File: src/rtl/processor_pkg.sv
// Shared constants for the single-cycle RV32I-subset processor: opcodes, ALU op codes
// and branch funct3 values.
package processor_pkg;

  localparam logic [6:0] OpcOp     = 7'b0110011;
  localparam logic [6:0] OpcOpImm  = 7'b0010011;
  localparam logic [6:0] OpcLoad   = 7'b0000011;
  localparam logic [6:0] OpcStore  = 7'b0100011;
  localparam logic [6:0] OpcBranch = 7'b1100011;
  localparam logic [6:0] OpcLui    = 7'b0110111;
  localparam logic [6:0] OpcAuipc  = 7'b0010111;
  localparam logic [6:0] OpcJal    = 7'b1101111;
  localparam logic [6:0] OpcJalr   = 7'b1100111;

  typedef enum logic [3:0] {
    AluAdd   = 4'b0000,
    AluSll   = 4'b0001,
    AluSlt   = 4'b0010,
    AluSltu  = 4'b0011,
    AluXor   = 4'b0100,
    AluSrl   = 4'b0101,
    AluOr    = 4'b0110,
    AluAnd   = 4'b0111,
    AluSub   = 4'b1000,
    AluSra   = 4'b1101,
    AluPassB = 4'b1111
  } alu_op_e;

  localparam logic [2:0] F3Beq  = 3'b000;
  localparam logic [2:0] F3Bne  = 3'b001;
  localparam logic [2:0] F3Blt  = 3'b100;
  localparam logic [2:0] F3Bge  = 3'b101;
  localparam logic [2:0] F3Bltu = 3'b110;
  localparam logic [2:0] F3Bgeu = 3'b111;
  localparam logic [2:0] F3Sr   = 3'b101;

  function automatic logic [31:0] sext12(input logic [11:0] v);
    return {{20{v[11]}}, v};
  endfunction

endpackage

File: src/rtl/processor_regfile.sv
// 31-entry register file with two combinational read ports and one write port;
// x0 is hardwired to zero and all registers clear on asynchronous reset.
module processor_regfile (
  input  logic        clk,
  input  logic        rst_n,
  input  logic        i_we,
  input  logic [4:0]  i_waddr,
  input  logic [31:0] i_wdata,
  input  logic [4:0]  i_raddr1,
  input  logic [4:0]  i_raddr2,
  output logic [31:0] o_rdata1,
  output logic [31:0] o_rdata2
);

  logic [31:0] r_regs [1:31];

  always_ff @(posedge clk or negedge rst_n) begin
    if (!rst_n) begin
      for (int i = 1; i < 32; i++) begin
        r_regs[i] <= '0;
      end
    end else if (i_we && (i_waddr != 5'd0)) begin
      r_regs[i_waddr] <= i_wdata;
    end
  end

  assign o_rdata1 = (i_raddr1 == 5'd0) ? '0 : r_regs[i_raddr1];
  assign o_rdata2 = (i_raddr2 == 5'd0) ? '0 : r_regs[i_raddr2];

endmodule

File: src/rtl/processor.sv
// Single-cycle RV32I-subset core: inline decode, ALU and comparator, commit gated by toggle.
// Define PROCESSOR_DMEM_EN to instantiate the 64-word data memory (otherwise loads read 0).
module processor
  import processor_pkg::*;
(
  input  logic        clk,
  input  logic        rst_n,
  input  logic        toggle,
  input  logic [31:0] Instr,
  output logic [6:0]  pcOPcode,
  output logic [4:0]  pcrs1,
  output logic [4:0]  pcrs2,
  output logic [4:0]  pcrd,
  output logic [31:0] pcImm_OUT,
  output logic [3:0]  pcALUop,
  output logic [31:0] P_out,
  output logic        BrEQ,
  output logic        BrLt,
  output logic        preg_write,
  output logic        pImmSel,
  output logic        BSeL,
  output logic        ASeL,
  output logic        BrUN,
  output logic        MemRw,
  output logic        WBSeL
);

  logic [31:0] r_pc;
  logic [31:0] w_rs1_data, w_rs2_data, w_a, w_b, w_alu, w_load_data;
  logic [31:0] w_pc_plus4, w_pc_next;
  logic [2:0]  w_funct3;
  logic [3:0]  w_alu_op;
  logic        w_legal, w_is_branch, w_is_jal, w_is_jalr, w_taken;

  assign pcOPcode   = Instr[6:0];
  assign pcrs1      = Instr[19:15];
  assign pcrs2      = Instr[24:20];
  assign pcrd       = Instr[11:7];
  assign w_funct3   = Instr[14:12];
  assign pcALUop    = w_alu_op;
  assign w_pc_plus4 = r_pc + 32'd4;

  always_comb begin
    preg_write  = 1'b0;
    pImmSel     = 1'b0;
    BSeL        = 1'b0;
    ASeL        = 1'b0;
    BrUN        = 1'b0;
    MemRw       = 1'b0;
    WBSeL       = 1'b0;
    w_alu_op    = AluAdd;
    pcImm_OUT   = '0;
    w_legal     = 1'b1;
    w_is_branch = 1'b0;
    w_is_jal    = 1'b0;
    w_is_jalr   = 1'b0;
    case (Instr[6:0])
      OpcOp: begin
        preg_write = 1'b1;
        w_alu_op   = {Instr[30], w_funct3};
      end
      OpcOpImm: begin
        {preg_write, pImmSel, BSeL} = 3'b111;
        pcImm_OUT = sext12(Instr[31:20]);
        w_alu_op  = (w_funct3 == F3Sr && Instr[30]) ? AluSra : {1'b0, w_funct3};
      end
      OpcLoad: begin
        {preg_write, pImmSel, BSeL, WBSeL} = 4'b1111;
        pcImm_OUT = sext12(Instr[31:20]);
      end
      OpcStore: begin
        {pImmSel, BSeL, MemRw} = 3'b111;
        pcImm_OUT = sext12({Instr[31:25], Instr[11:7]});
      end
      OpcBranch: begin
        {pImmSel, BSeL, ASeL} = 3'b111;
        BrUN        = (w_funct3 == F3Bltu) || (w_funct3 == F3Bgeu);
        w_is_branch = 1'b1;
        pcImm_OUT   = {{19{Instr[31]}}, Instr[31], Instr[7], Instr[30:25], Instr[11:8], 1'b0};
      end
      OpcLui: begin
        {preg_write, pImmSel, BSeL} = 3'b111;
        w_alu_op  = AluPassB;
        pcImm_OUT = {Instr[31:12], 12'b0};
      end
      OpcAuipc: begin
        {preg_write, pImmSel, BSeL, ASeL} = 4'b1111;
        pcImm_OUT = {Instr[31:12], 12'b0};
      end
      OpcJal: begin
        {preg_write, pImmSel, BSeL, ASeL} = 4'b1111;
        w_is_jal  = 1'b1;
        pcImm_OUT = {{11{Instr[31]}}, Instr[31], Instr[19:12], Instr[20], Instr[30:21], 1'b0};
      end
      OpcJalr: begin
        {preg_write, pImmSel, BSeL} = 3'b111;
        w_is_jalr = 1'b1;
        pcImm_OUT = sext12(Instr[31:20]);
      end
      default: w_legal = 1'b0;
    endcase
  end

  processor_regfile u_regfile (
    .clk      (clk),
    .rst_n    (rst_n),
    .i_we     (toggle & preg_write),
    .i_waddr  (Instr[11:7]),
    .i_wdata  (P_out),
    .i_raddr1 (Instr[19:15]),
    .i_raddr2 (Instr[24:20]),
    .o_rdata1 (w_rs1_data),
    .o_rdata2 (w_rs2_data)
  );

  // Comparator outputs are masked on illegal opcodes so every strobe reads 0 there.
  assign BrEQ = w_legal && (w_rs1_data == w_rs2_data);
  assign BrLt = w_legal && (BrUN ? (w_rs1_data < w_rs2_data)
                                 : ($signed(w_rs1_data) < $signed(w_rs2_data)));

  assign w_a = ASeL ? r_pc : w_rs1_data;
  assign w_b = BSeL ? pcImm_OUT : w_rs2_data;

  always_comb begin
    case (w_alu_op)
      AluAdd:   w_alu = w_a + w_b;
      AluSub:   w_alu = w_a - w_b;
      AluSll:   w_alu = w_a << w_b[4:0];
      AluSlt:   w_alu = {31'b0, $signed(w_a) < $signed(w_b)};
      AluSltu:  w_alu = {31'b0, w_a < w_b};
      AluXor:   w_alu = w_a ^ w_b;
      AluSrl:   w_alu = w_a >> w_b[4:0];
      AluSra:   w_alu = $unsigned($signed(w_a) >>> w_b[4:0]);
      AluOr:    w_alu = w_a | w_b;
      AluAnd:   w_alu = w_a & w_b;
      AluPassB: w_alu = w_b;
      default:  w_alu = '0;
    endcase
  end

  always_comb begin
    w_taken = 1'b0;
    if (w_is_branch) begin
      case (w_funct3)
        F3Beq:          w_taken = BrEQ;
        F3Bne:          w_taken = !BrEQ;
        F3Blt, F3Bltu:  w_taken = BrLt;
        F3Bge, F3Bgeu:  w_taken = !BrLt;
        default:        w_taken = 1'b0;
      endcase
    end
  end

  always_comb begin
    if (w_is_jal || w_is_jalr) begin
      P_out = w_pc_plus4;
    end else if (WBSeL) begin
      P_out = w_load_data;
    end else begin
      P_out = w_alu;
    end
  end

  always_comb begin
    if (w_is_jal || w_taken) begin
      w_pc_next = w_alu;
    end else if (w_is_jalr) begin
      w_pc_next = {w_alu[31:1], 1'b0};
    end else begin
      w_pc_next = w_pc_plus4;
    end
  end

  always_ff @(posedge clk or negedge rst_n) begin
    if (!rst_n) begin
      r_pc <= '0;
    end else if (toggle) begin
      r_pc <= w_pc_next;
    end
  end

`ifdef PROCESSOR_DMEM_EN
  logic [31:0] r_dmem [64];
  logic [5:0]  w_dmem_addr;

  assign w_dmem_addr = w_alu[7:2];

  always_ff @(posedge clk or negedge rst_n) begin
    if (!rst_n) begin
      for (int i = 0; i < 64; i++) begin
        r_dmem[i] <= '0;
      end
    end else if (toggle && MemRw) begin
      r_dmem[w_dmem_addr] <= w_rs2_data;
    end
  end

  assign w_load_data = r_dmem[w_dmem_addr];
`else
  assign w_load_data = '0;
`endif

endmodule

File: config.mk
export PLATFORM = sky130hd
export DESIGN_NAME = processor
export DESIGN_NICKNAME = d
export VERILOG_FILES = /design/src/rtl/processor_pkg.sv /design/src/rtl/processor_regfile.sv /design/src/rtl/processor.sv
export SDC_FILE = /design/constraint.sdc
export NUM_CORES = 2
export LEC_CHECK = 0
export CORE_ASPECT_RATIO = 0.7
export CORE_MARGIN = 2
export CORE_UTILIZATION = 45
export CTS_CLUSTER_SIZE = 28
export DETAILED_ROUTE_END_ITERATION = 10
export PLACE_DENSITY = 0.63
export RECOVER_POWER = 25
export SLEW_MARGIN = 30
export SYNTH_ARGS = -nofsm -noshare
export SYNTH_HDL_FRONTEND = slang
export SYNTH_SLANG_ARGS = --single-unit
File: constraint.sdc
create_clock -name clk -period 14.5 [get_ports clk]
set_input_delay 2.9 -clock clk [delete_from_list [all_inputs] [get_ports clk]]
set_output_delay 2.9 -clock clk [all_outputs]
set_load 0.01 [all_outputs]
# == Word-level counts from Yosys, hierarchy flattened ==
# Index checks and enable logic that the tools add are counted.
# word_totals
register_bits,1024
word_cells,135
input_bits,35
# op_classes
addsub,3
bitwise,7
magnitude_cmp,8
n_eq_ne,25
n_mux,34
n_reduce_logical,23
shifts,3
# op_table
cell,n
992-bit bitwise mux,1
32-bit 2-to-1 mux,13
32-bit case mux with 11 select lines,1
32-bit binary-select mux with 5-bit select,2
32-bit demux with 5-bit select,1
32-bit case mux with 5 select lines,1
32-bit < comparator,4
"32-bit by 3-bit adder with 32-bit output, second input constant",1
32-bit adder,1
32-bit AND,1
32-bit == test,1
32-bit OR,1
32-bit by 5-bit << shifter with 32-bit output,1
32-bit by 5-bit right shift with 32-bit output,1
32-bit by 5-bit >>> shifter with 32-bit output,1
32-bit subtractor,1
32-bit XOR,1
"7-bit by 6-bit == test with 1-bit output, second input constant",3
"7-bit == test, second input constant",3
"6-bit greater-or-equal comparator, second input constant",3
5-bit inverter with 6-bit output,3
"4-bit by 3-bit == test with 1-bit output, second input constant",4
"7-bit by 5-bit == test with 1-bit output, second input constant",2
"3-bit == test, second input constant",4
23 further kinds,48

# == Longest topological paths before layout ==
# logic_depth
ltp_word,13
mapped_depth,29

# == By module ==
# From an unflattened synthesis, not the netlist that was laid out.
# hier_totals
cells_unflattened,6123
hier_area_um2,67676.2
# modules_own_cells
mod,cells_per_inst,n_inst,area_per_inst_um2
processor_regfile,4066,1,53324.9
processor,2057,1,14351.3

# == Least setup slack after synthesis ==
# OpenSTA, ideal clock, no wires.
# synth_timing
path_kind,input port to output port
from,input port Instr[21]
to,output port P_out[22]
required_time_ns,11.600
slack_ns,2.537
cell_stages,28
arrival_time_ns,9.063
cell_sequence,buf_4 buf_4 buf_4 buf_2 buf_4 buf_4 buf_4 clkbuf_1 clkbuf_1 mux4_2 mux4_2 mux2i_1 o22ai_1 ha_1 clkbuf_1 or3_1 nor3_1 and3_1 o311ai_0 a31oi_1 or2_2 a221o_1 a21oi_1 o211ai_1 nor3_1 a2bb2oi_1 clkbuf_1 inv_1
# synth_via
elab_chain_cells,10
elab_cells_between_ends,19
cone_classes,add/sub (2); shift (3); mux (9); bitwise (4); reduce/logical (1)
# synth_rtl
item,line,rtl
from (decl),processor.sv:9,"input logic [31:0] Instr,"
5-bit inverter with 6-bit output (implied by the code),processor_regfile.sv:28,assign o_rdata2 = (i_raddr2 == 5'd0) ? '0 : r_regs[i_raddr2];
32-bit binary-select mux with 5-bit select,processor_regfile.sv:28,
32-bit 2-to-1 mux (implied by the code) (2 in a row),processor_regfile.sv:28,
32-bit 2-to-1 mux,processor_regfile.sv:28,
32-bit 2-to-1 mux *,processor.sv:122,assign w_b = BSeL ? pcImm_OUT : w_rs2_data;
32-bit subtractor (tied with other cells),processor.sv:127,AluSub: w_alu = w_a - w_b;
32-bit case mux with 11 select lines *,processor.sv:125,case (w_alu_op)
32-bit 2-to-1 mux *,processor.sv:157,end else if (WBSeL) begin
32-bit 2-to-1 mux *,processor.sv:155,if (w_is_jal || w_is_jalr) begin
to (decl),processor.sv:16,"output logic [31:0] P_out,"
# Every way passes the cells marked *; elsewhere a longest branch is shown, timed or not. The select of a mux whose other input is x is not followed.

# == Worst setup path after layout ==
# layout_timing
from,input port Instr[5]
to,output port P_out[22]
# layout_via
elab_chain_cells,8
elab_cells_between_ends,45
cone_classes,add/sub (2); eq/ne (19); shift (3); mux (12); bitwise (3); reduce/logical (6)
# layout_rtl
item,line,rtl
7-bit == test (tied with other cells),processor.sv:57,case (Instr[6:0])
3-bit OR reduction (no source line) (tied with other cells),-,
32-bit case mux with 5 select lines or 1-bit 2-to-1 mux (tied branches),processor.sv:57,
32-bit 2-to-1 mux (on tied branches),"processor.sv:122, processor.sv:121",
32-bit subtractor (tied with other cells),processor.sv:127,
32-bit case mux with 11 select lines,processor.sv:125,
32-bit 2-to-1 mux,processor.sv:157,
32-bit 2-to-1 mux *,processor.sv:155,
# Every way passes the cells marked *; elsewhere a longest branch is shown, timed or not.

==> results.md <==
* Status: finished, violations left
* Failing checks: max-capacitance violations, max-slew violations
* CP top delay family: compound AO/OA/AOI/OAI gates
* VDD IR max at about 0.00013 V
* Layout Nets at ~7000
* DR vias at 60650
* Startpoint Class: input pin
* DRC errors left at 0
* Synth Area in Adders at 2.547%
* Die area at about 150000 sq um
* Power per cell area at 102.4 nW/um^2
* Area leader, netlist: dfrtp_1
* Cts bufs inserted at between 100 and 150
* Largest net degree at the start of global routing at between 150 and 200
* Overall Power at between 7 and 8 mW
* Die height at 326.6 um
* Top-area cell type share of the netlist area at a little under two fifths
* Synth Area in Compound Gates at 19.84%
* Hold WC Path Type: reg2reg
* Max incr delay on CP at ~1100 ps
* I/O pin cnt at about 130
* Crit path max-delay cell type: a31oi_1
* Vias in the first global route at 57070
* Final min period at roughly 14000 ps
* Worst Path Arrival at around 11000 ps
* Critical Path Sink Type: primary output
* Post-cts resize count at 0
* Post-CTS setup buffer count at 0
* Tcrit/Tclk final at ~99%
* Total negative setup slack at 0 ps
* Share of post-route cells with drive strength above 1 at around a fifth
* Xor-xnor portion of the synthesized cell area at less than 1%
* Cell variety after synth at between 100 and 150
* CTS Hold Buffers Added at 0
* Critical path class: in2out
* DRT Wirelength at 312.4 mm
* Die X at roughly 460 um
* TritonRoute pass-1 iters at 8
* Post-synth EDFFs at 0
* Initial Util at roughly 45%
* Core area at about 150000 sq um
* Unrepaired setup endpoints after global routing: no
* Measured slew at the worst slew-check pin at roughly 6700 ps
* Leakage at 32.51 nW
* WL/cell at roughly 35 um
* Initial DRC count at ~9000
* Max-slew headroom at -346.9%
* CP Data Required Time at ~12000 ps
* Row count at between 100 and 150
* Port bufs at roughly 130
* Skew final at just under 100 ps
* First-pass GRT wire length at ~440 mm
* Max Cap Violations at 8
* Mapped Avg Cell Area at between 9 and 10 sq um
* Setup-failing EPs final at 0
* Largest family of logic cells by synthesized area: multiplexers
* Mapped cell area at about 67000 sq um
* Maximum root-to-sink buffer count at 3
* DPL Wire Length at around 230 mm
* Layout area overhead at 11.38%
* Vias per inst at approximately 6.9
* CTS Sinks at 1024
* Buf/Inv on CP at 6
* Max Slew Vio Count at roughly 660
* Commonest non-fill, non-tap cell in the layout: dfrtp_1
* Antenna viol nets, final at 0
* Placer Congestion at ~1.1
* Initial antenna violation count at 14
* Synth Net Count at 6992
* Register area share after synthesis at a little under two fifths
* Synth Warn # at 0
* Simple-Gate Fraction of Synth Area at ~11%
* Top FF cell, synth: dfrtp_1
* CTS tree: done
* Worst-Skew Late Latency at between 700 and 800 ps
* CP Cell Sequence: clkdlybuf4s50_1 > and3b_1 > o21ai_0 > a21o_1 > buf_4 > inv_1 > a31oi_1 > nor2_4 > fa_1 > a21oi_1 > o221ai_1 > and3_1 > o311ai_1 > buf_4 > a31oi_1 > or2_2 > a221o_1 > a21oi_1 > o211ai_1 > nor3_1 > a2bb2oi_2 > inv_1 > clkdlybuf4s50_1
* Fraction of registers with async set/reset at 100.0%
* Cell count after synthesis at slightly below 7000
* Top post-synthesis cells by area: dfrtp_1, mux4_2, mux2i_1
* H-tree depth at 3
* CTS clk-pin slew, worst paths at roughly 60 ps
* Hold Fails Final Rpt at 0
* Synth Register Bits at slightly above 1000
* Most frequent cells in the layout: dfrtp_1, nand2_1, o21ai_0, nor2_1, a21oi_1
* CTS root buffer: clkbuf_16
* Max FO, Critical Path at 19
* Post-synthesis mux area share at 22.22%
* Fmax at between 60 and 70 MHz
* Total GRT Usage at about 40%
* Total grt overflow at 0
-- synth_stat cells, types with 60 or more instances --
| cell type | n |
|---|---|
| inv_1 | 149 |
| a21oi_1 | 463 |
| nand2_1 | 793 |
| nor3_1 | 60 |
| a21o_1 | 67 |
| mux4_2 | 382 |
| a31oi_1 | 97 |
| clkbuf_1 | 385 |
| o21ai_0 | 708 |
| buf_2 | 127 |
| mux2i_1 | 388 |
| dfrtp_1 | 1024 |
| buf_4 | 74 |
| nand3_1 | 81 |
| a22oi_1 | 152 |
| mux2_2 | 208 |
| ha_1 | 133 |
| nor2_1 | 540 |
-- worst paths after layout --
path                       slack [ps]                   from                    end  cells after the start
setup / recovery                  160               Instr[5]              P_out[22]                     23
hold / removal                    500  u_regfile.r_regs[907]  u_regfile.r_regs[907]                      2
setup reg to reg                 6860  u_regfile.r_regs[137]  u_regfile.r_regs[726]                     19
hold reg to reg                   500  u_regfile.r_regs[907]  u_regfile.r_regs[907]                      2
max in group asynchronous        2160                  rst_n  u_regfile.r_regs[699]                      3
min in group asynchronous        2990                  rst_n   u_regfile.r_regs[95]                      1
-- report_power, final --
group	internal, mW	switching, mW
Sequential	2.96	0.110
Clock	1.66	1.24
Combinational	0.527	1.14
-- worst reg2reg max path: cells and delay by family, from the launching register on --
kind	cells	cell delay (ps)
buf+inv	2	630
fa+ha+maj	1	630
simple gates	5	1300
flops	1	420
compound gates	8	2600
mux	3	1860
-- through the flow --
stage               utilization [%]  setup WS [ps]  std cells  hold WS (ps)  cell area [sq um]
floorplan                         -           2537       6822         460.4              66900
global placement              47.84          429.1       8606         474.2              70700
detailed placement            47.90          738.7       8607         484.6              70790
CTS                           50.37          672.1       8795         498.2              74440
global route                  50.40          223.3       8801         523.6              74490
finish                        50.42          159.3       8812         499.6              74510
-- routing by layer --
layer	wire length [um]	share of wire [%]	global-route usage [%]	vias up
met1	129800	42	57.77	30630
met3	47590	15	18.35	676
met4	14260	4.6	16.16	22
met2	120400	39	52.19	4273
li1	-	-	-	25040
met5	397	0.13	1.793	-
-- cell families after synthesis --
| family | count (synthesis) |
|---|---|
| AND/OR/NAND/NOR | 1730 |
| buffers and inverters | 811 |
| multiplexers | 980 |
| AO/OA/AOI/OAI | 2101 |
| XOR/XNOR | 41 |
| flip-flops | 1024 |
| adder cells (fa/ha/maj) | 135 |
-- area by class of cell --
class | count | area [sq um]
inverter | 161 | 606.8
tap | 1980 | 2477
antenna | 12 | 30.03
sequential | 1024 | 25620
fill | 13490 | 73280
clock buffer | 151 | 3049
clock inverter | 37 | 598.1
multi-input combinational | 4987 | 38130
timing repair buffer | 460 | 3995
-- flip-flops by register name (all words and copies together) (netlist names) --
signal and cells:
u_regfile.r_regs 992, r_pc 32
No activity file was read; power rests on OpenSTA's default activity.
